--- config.mk ---
export PLATFORM = sky130hd
export DESIGN_NAME = wb_initiator
export DESIGN_NICKNAME = d
export VERILOG_FILES = /design/src/rtl/wb_initiator_pkg.sv /design/src/rtl/wb_initiator.sv
export SDC_FILE = /design/constraint.sdc
export NUM_CORES = 1
export LEC_CHECK = 0
export CAP_MARGIN = 30
export CORE_MARGIN = 2
export CORE_UTILIZATION = 50
export DETAILED_ROUTE_END_ITERATION = 16
export DONT_BUFFER_PORTS = 1
export PLACE_DENSITY = 0.69
export SLEW_MARGIN = 20
export SYNTH_ARGS = -nofsm -noshare
export SYNTH_HDL_FRONTEND = slang
export SYNTH_SLANG_ARGS = --single-unit
--- constraint.sdc ---
create_clock -name wb_clk_i -period 2.4 [get_ports wb_clk_i]
set_input_delay 0.48 -clock wb_clk_i [delete_from_list [all_inputs] [get_ports wb_clk_i]]
set_output_delay 0.48 -clock wb_clk_i [all_outputs]
set_load 0.02 [all_outputs]
--- src/rtl/wb_initiator_pkg.sv ---
// Shared types for the Wishbone classic initiator: FSM states, the latched
// request bundle and the default bus widths.
package wb_initiator_pkg;

  localparam int WB_AW = 32;
  localparam int WB_DW = 32;
  localparam int SELW  = WB_DW / 8;

  typedef enum logic [1:0] {
    IDLE = 2'd0,
    BUS  = 2'd1,
    RESP = 2'd2
  } state_t;

  typedef struct packed {
    logic             we;
    logic [WB_AW-1:0] adr;
    logic [WB_DW-1:0] dat;
    logic [SELW-1:0]  sel;
  } wb_req_t;

endpackage

--- src/rtl/wb_initiator.sv ---
// Wishbone classic initiator: one request at a time is turned into a single
// cyc/stb cycle, and the result (read data or timeout error) is returned as a response.
import wb_initiator_pkg::*;

module wb_initiator #(
  parameter int AW      = WB_AW,
  parameter int DW      = WB_DW,
  parameter int TIMEOUT = 255
) (
  input  logic            wb_clk_i,
  input  logic            wb_rst_i,
  input  logic            req_valid,
  output logic            req_ready,
  input  logic            req_we,
  input  logic [AW-1:0]   req_adr,
  input  logic [DW-1:0]   req_dat,
  input  logic [DW/8-1:0] req_sel,
  output logic            rsp_valid,
  input  logic            rsp_ready,
  output logic [DW-1:0]   rsp_dat,
  output logic            rsp_err,
  output logic            wbm_cyc_o,
  output logic            wbm_stb_o,
  output logic            wbm_we_o,
  output logic [AW-1:0]   wbm_adr_o,
  output logic [DW-1:0]   wbm_dat_o,
  output logic [DW/8-1:0] wbm_sel_o,
  input  logic            wbm_ack_i,
  input  logic [DW-1:0]   wbm_dat_i
);

  // A zero TIMEOUT disables the abort; the counter then never moves.
  localparam int            CW       = (TIMEOUT > 0) ? $clog2(TIMEOUT + 1) : 1;
  localparam logic [CW-1:0] CNT_LAST = CW'((TIMEOUT > 0) ? (TIMEOUT - 1) : 0);

  state_t        state_q;
  wb_req_t       req_q;
  logic          cyc_q;
  logic [CW-1:0] cnt_q;
  logic [CW-1:0] cnt_d;
  logic          expire_d;

  assign wbm_cyc_o = cyc_q;
  assign wbm_stb_o = cyc_q;
  assign wbm_we_o  = req_q.we;
  assign wbm_adr_o = req_q.adr;
  assign wbm_dat_o = req_q.dat;
  assign wbm_sel_o = req_q.sel;

  // Timeout step: expire on the last allowed BUS cycle, otherwise count up (never wraps).
  always_comb begin
    cnt_d    = cnt_q;
    expire_d = 1'b0;
    if (TIMEOUT == 0) begin
      cnt_d = cnt_q;
    end else if (cnt_q == CNT_LAST) begin
      expire_d = 1'b1;
    end else begin
      cnt_d = cnt_q + CW'(1);
    end
  end

  // Transaction FSM with all handshake and bus outputs registered.
  always_ff @(posedge wb_clk_i) begin
    if (wb_rst_i) begin
      state_q   <= IDLE;
      req_q     <= '0;
      cyc_q     <= 1'b0;
      cnt_q     <= '0;
      req_ready <= 1'b1;
      rsp_valid <= 1'b0;
      rsp_dat   <= '0;
      rsp_err   <= 1'b0;
    end else begin
      case (state_q)
        IDLE: begin
          if (req_valid) begin
            req_q     <= '{we: req_we, adr: req_adr, dat: req_dat, sel: req_sel};
            cnt_q     <= '0;
            cyc_q     <= 1'b1;
            req_ready <= 1'b0;
            state_q   <= BUS;
          end
        end
        BUS: begin
          // An ack on the final allowed cycle takes priority over the timeout.
          if (wbm_ack_i) begin
            rsp_dat   <= req_q.we ? '0 : wbm_dat_i;
            rsp_err   <= 1'b0;
            rsp_valid <= 1'b1;
            cyc_q     <= 1'b0;
            state_q   <= RESP;
          end else if (expire_d) begin
            rsp_dat   <= '0;
            rsp_err   <= 1'b1;
            rsp_valid <= 1'b1;
            cyc_q     <= 1'b0;
            state_q   <= RESP;
          end else begin
            cnt_q <= cnt_d;
          end
        end
        RESP: begin
          if (rsp_ready) begin
            rsp_valid <= 1'b0;
            req_ready <= 1'b1;
            state_q   <= IDLE;
          end
        end
        default: begin
          state_q   <= IDLE;
          cyc_q     <= 1'b0;
          req_ready <= 1'b1;
          rsp_valid <= 1'b0;
        end
      endcase
    end
  end

endmodule

* Word-level counts from Yosys, hierarchy flattened
Index checks and enable logic that the tools add are counted.
Word-level totals: register bits after elaboration 115, input bits 106, output and inout bits 106
Operators by class: add/subtract/negate cells 1, equal/unequal tests 9, multiplexer cells 26, bitwise operators 3, reductions and logical operators 10
Operators by type and width (number):
- 2-to-1 mux 32 bit | 3
- 2-to-1 mux 8 bit | 4
- case mux 8 bit (2 select lines) | 1
- AND reduction 3 bit | 4
- 2-to-1 mux 1 bit | 10
- != test 2 bit, second input constant | 5
- case mux 1 bit (3 select lines) | 3
- adder 8 x 1 -> 8 bit, second input constant | 1
- equality test 8 bit, second input constant | 1
- 2-to-1 mux 2 bit | 4
- case mux 2 bit (3 select lines) | 1
- AND reduction 5 bit | 1
- AND reduction 2 bit | 2
- nonzero test 2 bit | 2
- != test 3 bit, second input constant | 1
- NOT 1 bit | 3
- equality test 2 x 1 -> 1 bit, second input constant | 1
- equality test 2 bit, second input constant | 1
- logical NOT 2 bit | 1

* Logic depth before layout (Yosys ltp)
Gate-level depths: netlist of run 1.
depth after elaboration 5, mapped depth 7, depth with buffers taken out 6

* Worst setup path before layout of run 1
Ideal clock, no wire load.
kind reg-to-reg, start register cnt_q[0], end register cnt_q[7], library setup time 0.074 ns, arrival 1.682 ns, data required time 2.326 ns, setup slack 0.644 ns, cell stages (with the launch flop) 8, path buffers 1, clock period less this slack 1.756 ns, cell sequence dfxtp_1 inv_1 ha_1 and4_1 a211o_1 buf_6 or3_1 a31oi_1
Between the ends: word-level cells in the longest chain between the ends 5, elaborated cells on any way between the ends 10, those cells by class add/sub (1); eq/ne (3); mux (5); reduce/logical (1)
Ends and longest elaborated chain:
- start, declared | line wb_initiator.sv:39 | logic [CW-1:0] cnt_q;
- start signal, assigned | line wb_initiator.sv:100 | cnt_q <= cnt_d;
- adder 8 x 1 -> 8 bit | line wb_initiator.sv:59 | cnt_d = cnt_q + CW'(1);
- 2-to-1 mux 8 bit | line wb_initiator.sv:56 | end else if (cnt_q == CNT_LAST) begin
- 2-to-1 mux 8 bit | line wb_initiator.sv:93 | end else if (expire_d) begin
- 2-to-1 mux 8 bit | line wb_initiator.sv:87 | if (wbm_ack_i) begin
- case mux 8 bit (2 select lines) | line wb_initiator.sv:75 | case (state_q)
Several ways; a longest one is shown, not always the timed one. The select of a mux whose other input is x is not followed. A chain may end at the register's enable or synchronous reset.

* Worst setup path after layout of run 1
start register cnt_q[0], end register cnt_q[6]
The elaborated chain is that of the path after synthesis.

==> flow_metrics.env, run 1 <==
export IMPL_outcome="complete, no violations"
export IMPL_reg2reg_setup_slack_ns=0.40
export IMPL_ys_warn_count=0
export IMPL_finalInstanceArea_um2=4760
export IMPL_hold_viol=0
export IMPL_start_kind="register"
export IMPL_period_needed_ns=2.00
export IMPL_post_dp_cell_area_um2=4230
export IMPL_design_power_total_mw=4.74
export IMPL_port_buffers=0
export IMPL_coreArea_um2=8220
export IMPL_synthTopCellsByArea="dfxtp_1, nand2_1, a21oi_1"
export IMPL_cts_buffer_depth=2
export IMPL_hold_class="input port to register"
export IMPL_fin_util_pct=58.0
export IMPL_cts_tree="done"
export IMPL_synth_main_ff_cell="dfxtp_1"
export IMPL_yosysMostFrequentCell="nand2_1"
export IMPL_crit_start="cnt_q[0]"
export IMPL_finalCritPeriodShare_pct=83.3
export IMPL_syn_area_um2=4220
export IMPL_syn_to_final_growth_pct=12.9
export IMPL_path_depth=6
export IMPL_cp_top_family="simple AND/OR/NAND/NOR gates"
export IMPL_crit_chain="inv_1 -> ha_1 -> and4_1 -> a211o_1 -> or4_1 -> a31oi_1"
export IMPL_num_vias=3413
export IMPL_worst_pin_slew_ns=0.484
export IMPL_fill_cells=776
export IMPL_h_tree_depth=4
export IMPL_drc=0
export IMPL_io_pins=212
export IMPL_place_inst=596
export IMPL_die_h_um=95.8
export IMPL_power_density_nw_per_um2=995
export IMPL_synth_edf_count=0
export IMPL_drive_gt1_share_pct=7.27
export IMPL_finClkSkew_ns=0.0119
export IMPL_synth_nets=638
export IMPL_grt_max_degree=116
export IMPL_slowest_delay_ns=0.50
export IMPL_hold_depth=1
export IMPL_grt_pass1_vias=3174
export IMPL_synth_area_leader_cell="dfxtp_1"
export IMPL_crit_arrival_ns=2.41
export IMPL_holdBufCountCts=0
export IMPL_clkTransAtPathRegs_ns=0.06
export IMPL_grt_pass1_wl_um=14200
export IMPL_die_area_um2=9190
export IMPL_antennaDiodeCount=0
export IMPL_finalMaxSlewViolations=0
export IMPL_path_max_fanout=11
export IMPL_rsz0062_at_grt="false"
export IMPL_worstSetupEndpointType="register"
export IMPL_rows=33
export IMPL_final_setup_viol_count=0
export IMPL_synth_cells=530
export IMPL_dp_hpwl_um=6290
export IMPL_cts_resized=0
export IMPL_layout_cells_non_filler=628
export IMPL_drt_vias_per_instance=5.43
export IMPL_gp_congestion=0.881
export IMPL_worstPathRequired_ns=2.81
export IMPL_leakage_nw=1.70
export IMPL_yosysTopAreaCellShare_pct=54.6
export IMPL_gr_total_overflow=0
export IMPL_fmax_mhz=500
export IMPL_synth_distinct_cells=33
export IMPL_avgSynthCellArea_um2=7.96
export IMPL_pre_cts_ws_ns=0.413
export IMPL_maxCapViolCount=0
export IMPL_clk_latency_ns=0.49
export IMPL_holdWs_ns=0.0610
export IMPL_yosys_register_bits=115
export IMPL_cts_buffers=17
export IMPL_setup_tns_final_ns=0
export IMPL_drtPass1Iterations=4
export IMPL_synthTopCellsByCount="nand2_1, dfxtp_1, a21oi_1"
export IMPL_gr_usage_all_layers_pct=19.7
export IMPL_drtIter0Drc=162
export IMPL_r2r_end="cnt_q[6]"
export IMPL_nets=618
export IMPL_reg2regPathDepth=6
export IMPL_drt_wl_total_um=9450
export IMPL_detail_route_antenna_nets=0
export IMPL_root_buffer="clkbuf_8"
export IMPL_post_route_worst_setup_slack_ns=0.400
export IMPL_min_from="wb_rst_i"
export IMPL_vdd_drop_max_uv=570
export IMPL_path_buf_inv=1
export IMPL_start_util_pct=51.3
export IMPL_async_flop_share_pct=0
export IMPL_crit_end="cnt_q[6]"
export IMPL_worst_setup_path_type="register to register"
export IMPL_crit_slowest_cell="or4_1"
export IMPL_postCtsSetupBuffers=0
export IMPL_rr_startpoint="cnt_q[0]"
export IMPL_cts_sinks=115
export IMPL_post_drt_wl_per_cell_um=15.0
export IMPL_die_w_um=95.8
export IMPL_antenna_found_initial=0
export IMPL_timing_slew_headroom_pct=67.7
export IMPL_yosysSeqAreaShare_pct=54.6
==> power breakdown <==
group | internal (mW) | switching (mW) | total [mW]
sequential | 2.02 | 0.208 | 2.23
combinational | 0.103 | 0.181 | 0.284
clock | 1.42 | 0.809 | 2.23
total | 3.54 | 1.20 | 4.74
==> worst register-to-register path: stages (launching register included) <==
cell and delay [ns]:
dfxtp_1 0.36, inv_1 0.07, ha_1 0.19, and4_1 0.26
a211o_1 0.41, or4_1 0.50, a31oi_1 0.13
==> registers in the layout (all words and copies together), names as in the netlist <==
register   cells
wbm_dat_o     32
wbm_we_o       1
rsp_err        1
wbm_adr_o     32
req_ready      1
cnt_q          8
wbm_cyc_o      1
rsp_valid      1
rsp_dat       32
wbm_sel_o      4
state_q        2
==> final cells by class <==
cell class                      instances  area [um2]  area share [%]
Timing Repair Buffer                    5        62.6            1.31
Tap cell                              105         131            2.76
Multi-Input combinational cell        370        1730            36.2
Sequential cell                       115        2300            48.3
Clock buffer                           23         457            9.59
Clock inverter                          9        81.3            1.71
Inverter                                1        3.75          0.0788
==> placed cells by master, fill, tap and decap left out, types with 3 or more instances in the layout <==
master	n
a31oi_1	5
nand2_1	174
clkbuf_16	16
buf_4	3
clkinvlp_4	3
nand3_1	9
clkbuf_8	3
nor3_1	5
nor2_1	3
nand2b_1	3
dfxtp_1	115
o21ai_0	35
clkinv_2	4
a21oi_1	110
clkbuf_1	4
==> routing by layer <==
layer | wire, um | vias to the layer above | global-route usage, % | share of wire, %
li1 | - | 1725 | - | -
met3 | 868 | 10 | 9.87 | 9.2
met5 | 0 | - | 0 | 0
met2 | 4750 | 132 | 32.9 | 50
met1 | 3730 | 1546 | 21.3 | 39
met4 | 99 | 0 | 7.98 | 1.0
==> how the worst min path moves through the flow <==
stage	to	slack (ns)
3_3_place_gp	cnt_q[0]	0.48
6_report	rsp_dat[20]	0.06
4_1_cts	rsp_dat[20]	0.03
2_1_floorplan	cnt_q[0]	0.47
5_1_grt	rsp_dat[7]	0.03
3_5_place_dp	cnt_q[0]	0.49
==> kinds of logic after synthesis <==
logic type	synth area share (%)
AOI/OAI and AO/OA	19.4
and+or+nand+nor	20.5
DFF	54.6
adders and majority gates	0.593
buffers and inverters	4.92
Power figures use the tool's default switching activity.
==> inputs of run 2 (changes only) <==
==> constraint.sdc (replaced) <==
create_clock -name wb_clk_i -period 2.1 [get_ports wb_clk_i]
set_input_delay 0.42 -clock wb_clk_i [delete_from_list [all_inputs] [get_ports wb_clk_i]]
set_output_delay 0.42 -clock wb_clk_i [all_outputs]
set_load 0.02 [all_outputs]
==> flow_metrics.env, run 2 (synthesized netlist as in run 1, its figures left out) <==
export IMPL_outcome="finished, violations left"
export IMPL_failed_checks="negative hold slack"
export IMPL_rows=33
export IMPL_finalMaxSlewViolations=0
export IMPL_cts_buffers=17
export IMPL_rsz0062_at_grt="false"
export IMPL_path_buf_inv=2
export IMPL_drc=0
export IMPL_post_dp_cell_area_um2=4250
export IMPL_design_power_total_mw=5.58
export IMPL_coreArea_um2=8220
export IMPL_die_area_um2=9190
export IMPL_timing_slew_headroom_pct=69.7
export IMPL_wl_met3_um=902
export IMPL_leakage_nw=1.83
export IMPL_antenna_found_initial=0
export IMPL_clk_latency_ns=0.51
export IMPL_antennaDiodeCount=0
export IMPL_drtIter0Drc=191
export IMPL_detail_route_antenna_nets=0
export IMPL_start_util_pct=51.3
export IMPL_crit_slowest_cell="dlygate4sd3_1"
export IMPL_cp_top_family="buffers and inverters"
export IMPL_num_vias=3557
export IMPL_fmax_mhz=509
export IMPL_hold_class="input port to register"
export IMPL_die_h_um=95.8
export IMPL_maxCapViolCount=0
export IMPL_worstPathRequired_ns=2.49
export IMPL_root_buffer="clkbuf_8"
export IMPL_worst_pin_slew_ns=0.453
export IMPL_io_pins=212
export IMPL_layout_cells_non_filler=646
export IMPL_highest_layer="met4"
export IMPL_hold_viol=30
export IMPL_clkTransAtPathRegs_ns=0.05
export IMPL_holdWs_ns=-0.0192
export IMPL_post_drt_wl_per_cell_um=15.2
export IMPL_gr_usage_all_layers_pct=21.0
export IMPL_crit_arrival_ns=2.36
export IMPL_place_inst=599
export IMPL_dp_hpwl_um=6330
export IMPL_setup_tns_final_ns=0
export IMPL_crit_chain="inv_1 -> ha_1 -> and4_2 -> a21oi_2 -> o21ai_0 -> nor2b_1 -> dlygate4sd3_1"
export IMPL_drive_gt1_share_pct=8.69
export IMPL_layout_common_cells="nand2_1, dfxtp_1, a21oi_1"
export IMPL_h_tree_depth=4
export IMPL_grt_pass1_wl_um=14900
export IMPL_cts_tree="done"
export IMPL_drtPass1Iterations=4
export IMPL_port_buffers=0
export IMPL_finClkSkew_ns=0.00860
export IMPL_gr_total_overflow=0
export IMPL_nets=637
export IMPL_slowest_delay_ns=0.54
export IMPL_worstSetupEndpointType="register"
export IMPL_period_needed_ns=1.97
export IMPL_start_kind="register"
export IMPL_cts_buffer_depth=2
export IMPL_gp_congestion=0.804
export IMPL_die_w_um=95.8
export IMPL_final_setup_viol_count=0
export IMPL_grt_pass1_vias=3273
export IMPL_syn_to_final_growth_pct=18.4
export IMPL_dr_wl_met2_um=4830
export IMPL_worst_setup_path_type="register to register"
export IMPL_cts_sinks=115
export IMPL_wirelength_met1_um=3900
export IMPL_final_common_cell="nand2_1"
export IMPL_finalInstanceArea_um2=4990
export IMPL_path_max_fanout=5
export IMPL_drt_wl_total_um=9800
export IMPL_drt_vias_per_instance=5.51
export IMPL_finalCritPeriodShare_pct=93.6
export IMPL_power_density_nw_per_um2=1120
export IMPL_grt_max_degree=116
export IMPL_vdd_drop_max_uv=650
export IMPL_holdBufCountCts=14
run 2: worst register-to-register path, cell delays in order, from the launching register on:
cell           delay [ns]
dfxtp_1              0.36
inv_1                0.07
ha_1                 0.20
and4_2               0.28
a21oi_2              0.19
o21ai_0              0.09
nor2b_1              0.13
dlygate4sd3_1        0.54
run 2: repair_timing:
item                                   in CTS  in global routing
setup endpoints to repair                   0                  8
gates resized for setup                     0                  5
setup buffers                               0                  2
endpoints found under the hold margin     114                100
run 2: path summary, 6_finish.rpt:
path,slack [ns],depth (start not counted),to,startpoint
max,0.13,7,rsp_valid,cnt_q[0]
min,-0.02,1,rsp_dat[29],wb_rst_i
max reg2reg,0.13,7,rsp_valid,cnt_q[0]
min reg2reg,0.50,2,cnt_q[0],cnt_q[0]
run 2: per-stage QoR:
step | utilization [%] | setup slack, ns
6_report | 60.8 | 0.134
5_1_grt | 60.8 | 0.00721
4_1_cts | 60.2 | 0.0128
3_5_place_dp | 51.7 | 0.199
3_3_place_gp | 51.7 | 0.279
2_1_floorplan | - | 0.344
run 2: per-layer routing:
| layer | vias up | track usage, % |
|---|---|---|
| li1 | 1762 | - |
| met5 | - | 0 |
| met3 | 19 | 10.6 |
| met1 | 1630 | 23.3 |
| met4 | 0 | 8.45 |
| met2 | 146 | 34.1 |
run 2: area by class of cell:
| cell class | instances | area, um2 |
|---|---|---|
| Inverter | 1 | 3.75 |
| Tap cell | 105 | 131 |
| Clock inverter | 9 | 106 |
| Multi-Input combinational cell | 370 | 1740 |
| Fill cell | 726 | 3220 |
| Sequential cell | 115 | 2300 |
| Clock buffer | 22 | 453 |
| Timing Repair Buffer | 24 | 253 |
run 2: power by group:
part,internal (mW),switching [mW]
clock,1.73,0.927
combinational,0.154,0.219
sequential,2.31,0.237
==> inputs of run 3 (changes only) <==
--- a/config.mk
+++ b/config.mk
@@ -5,6 +5,7 @@
 export SDC_FILE = /design/constraint.sdc
 export NUM_CORES = 1
 export LEC_CHECK = 0
+export ABC_AREA = 1
 export CAP_MARGIN = 30
 export CORE_MARGIN = 2
 export CORE_UTILIZATION = 50
==> flow_metrics.env, run 3 <==
export IMPL_layout_common_cells="nor2_1, dfxtp_1, nand2_1"
export IMPL_place_inst=624
export IMPL_drt_vias_per_instance=5.19
export IMPL_crit_chain="inv_1 -> ha_1 -> nand2_1 -> nor2_2 -> nand2_2 -> nand2_2 -> nand2_4 -> nand2_1 -> a21oi_2"
export IMPL_cts_sinks=115
export IMPL_syn_area_um2=4350
export IMPL_async_flop_share_pct=0
export IMPL_synth_cells=544
export IMPL_die_area_um2=9460
export IMPL_start_util_pct=50.6
export IMPL_power_density_nw_per_um2=1200
export IMPL_drtPass1Iterations=4
export IMPL_synth_edf_count=0
export IMPL_gr_usage_all_layers_pct=20.1
export IMPL_slowest_delay_ns=0.40
export IMPL_grt_busiest_layer="met2"
export IMPL_avgSynthCellArea_um2=7.99
export IMPL_grt_pass1_wl_um=15400
export IMPL_final_common_cell="nor2_1"
export IMPL_drt_wl_total_um=9340
export IMPL_outcome="complete, no violations"
export IMPL_postCtsSetupBuffers=0
export IMPL_synthTopCellsByCount="nor2_1, dfxtp_1, nand2_1"
export IMPL_rsz0062_at_grt="false"
export IMPL_syn_to_final_growth_pct=12.8
export IMPL_die_h_um=97.2
export IMPL_ys_warn_count=0
export IMPL_cts_tree="done"
export IMPL_leakage_nw=1.90
export IMPL_worst_setup_path_type="register to register"
export IMPL_yosysSeqAreaShare_pct=53.0
export IMPL_drive_gt1_share_pct=12.4
export IMPL_coreArea_um2=8590
export IMPL_finClkSkew_ns=0.00930
export IMPL_grt_use_met3_pct=9.78
export IMPL_root_buffer="clkbuf_8"
export IMPL_antennaDiodeCount=0
export IMPL_synth_distinct_cells=26
export IMPL_cts_resized=0
export IMPL_start_kind="register"
export IMPL_fmax_mhz=623
export IMPL_finalMaxSlewViolations=0
export IMPL_worstPathRequired_ns=2.54
export IMPL_yosys_register_bits=115
export IMPL_crit_arrival_ns=2.05
export IMPL_gp_congestion=0.866
export IMPL_h_tree_depth=4
export IMPL_yosysTopAreaCellShare_pct=53.0
export IMPL_finalCritPeriodShare_pct=76.4
export IMPL_hold_class="input port to register"
export IMPL_synth_nets=652
export IMPL_yosysMostFrequentCell="nor2_1"
export IMPL_port_buffers=0
export IMPL_nets=644
export IMPL_clkTransAtPathRegs_ns=0.06
export IMPL_met1_usage_pct=21.4
export IMPL_io_pins=212
export IMPL_synth_area_leader_cell="dfxtp_1"
export IMPL_synth_main_ff_cell="dfxtp_1"
export IMPL_maxCapViolCount=0
export IMPL_use_met2_pct=33.7
export IMPL_grt_pass1_vias=3330
export IMPL_holdWs_ns=0.0516
export IMPL_cts_buffer_depth=2
export IMPL_detail_route_antenna_nets=0
export IMPL_synthTopCellsByArea="dfxtp_1, nor2_1, nand2_1"
export IMPL_worst_pin_slew_ns=0.586
export IMPL_final_setup_viol_count=0
export IMPL_cts_buffers=17
export IMPL_hold_viol=0
export IMPL_timing_slew_headroom_pct=60.9
export IMPL_drtIter0Drc=98
export IMPL_rows=34
export IMPL_post_drt_wl_per_cell_um=14.2
export IMPL_antenna_found_initial=0
export IMPL_holdBufCountCts=1
export IMPL_num_vias=3410
export IMPL_pre_cts_ws_ns=0.493
export IMPL_dp_hpwl_um=6280
export IMPL_layout_cells_non_filler=657
export IMPL_die_w_um=97.2
export IMPL_drc=0
export IMPL_period_needed_ns=1.60
export IMPL_cp_top_family="simple AND/OR/NAND/NOR gates"
export IMPL_crit_slowest_cell="dfxtp_1"
export IMPL_path_buf_inv=1
export IMPL_grt_max_degree=44
export IMPL_worstSetupEndpointType="register"
export IMPL_fill_cells=800
export IMPL_clk_latency_ns=0.51
export IMPL_setup_tns_final_ns=0
export IMPL_vdd_drop_max_uv=553
export IMPL_path_max_fanout=35
export IMPL_gr_total_overflow=0
export IMPL_post_route_worst_setup_slack_ns=0.495
## run 3: cell count changes in the layout (fill, tap and decap cells not counted), sizes merged, moves of 5 or more
cell         change
a21oi           -67
a31oi            -5
dlygate4sd3     -14
inv             +18
nand2           -81
nor2           +145
o21ai           +39
## run 3: cell families (layout without fill, tap and decap cells)
| group | after synthesis | after routing | synth area share [%] |
|---|---|---|---|
| AO/OA/AOI/OAI | 120 | 120 | 15.0 |
| buffers and inverters | 50 | 55 | 7.20 |
| flip-flops | 115 | 115 | 53.0 |
| adder cells (fa/ha/maj) | 2 | 2 | 0.576 |
| AND/OR/NAND/NOR | 257 | 257 | 24.3 |
## run 3: per-layer routing
layer / up-vias / part of all wire (%) / routed length [um]
li1: 1733 / - / -
met5: - / 0 / 0
met2: 163 / 47 / 4390
met1: 1494 / 40 / 3730
met4: 0 / 2.0 / 185
met3: 20 / 11 / 1030
## run 3: metrics by stage
step | util (%) | power [mW] | instance area (um2)
after global routing | 57.0 | 6.13 | 4900
after detailed placement | 49.9 | 3.06 | 4290
after floorplan | - | 3.01 | 4350
final | 57.0 | 5.87 | 4900
after CTS | 57.0 | 5.95 | 4900
after global placement | 49.9 | 3.04 | 4290
## run 3: cell type report
cell class	count	area, um2	area share (%)
multi-input combinational	379	1730	35.3
timing repair buffer	7	77.6	1.58
clock inverter	14	176	3.60
inverter	16	60.1	1.23
clock buffer	18	418	8.53
tap	108	135	2.76
sequential	115	2300	47.0
## run 3: final timing paths
check,from,to,slack [ns],cells after the start
hold / removal,wbm_dat_i[6],rsp_dat[6],0.05,2
setup / recovery,cnt_q[0],rsp_dat[15],0.50,9
setup reg to reg,cnt_q[0],rsp_dat[15],0.50,9
hold reg to reg,cnt_q[4],cnt_q[4],0.50,2
## run 3: power breakdown
part / internal [mW] / switching, mW
Clock: 1.82 / 1.03
Combinational: 0.138 / 0.256
Sequential: 2.34 / 0.291
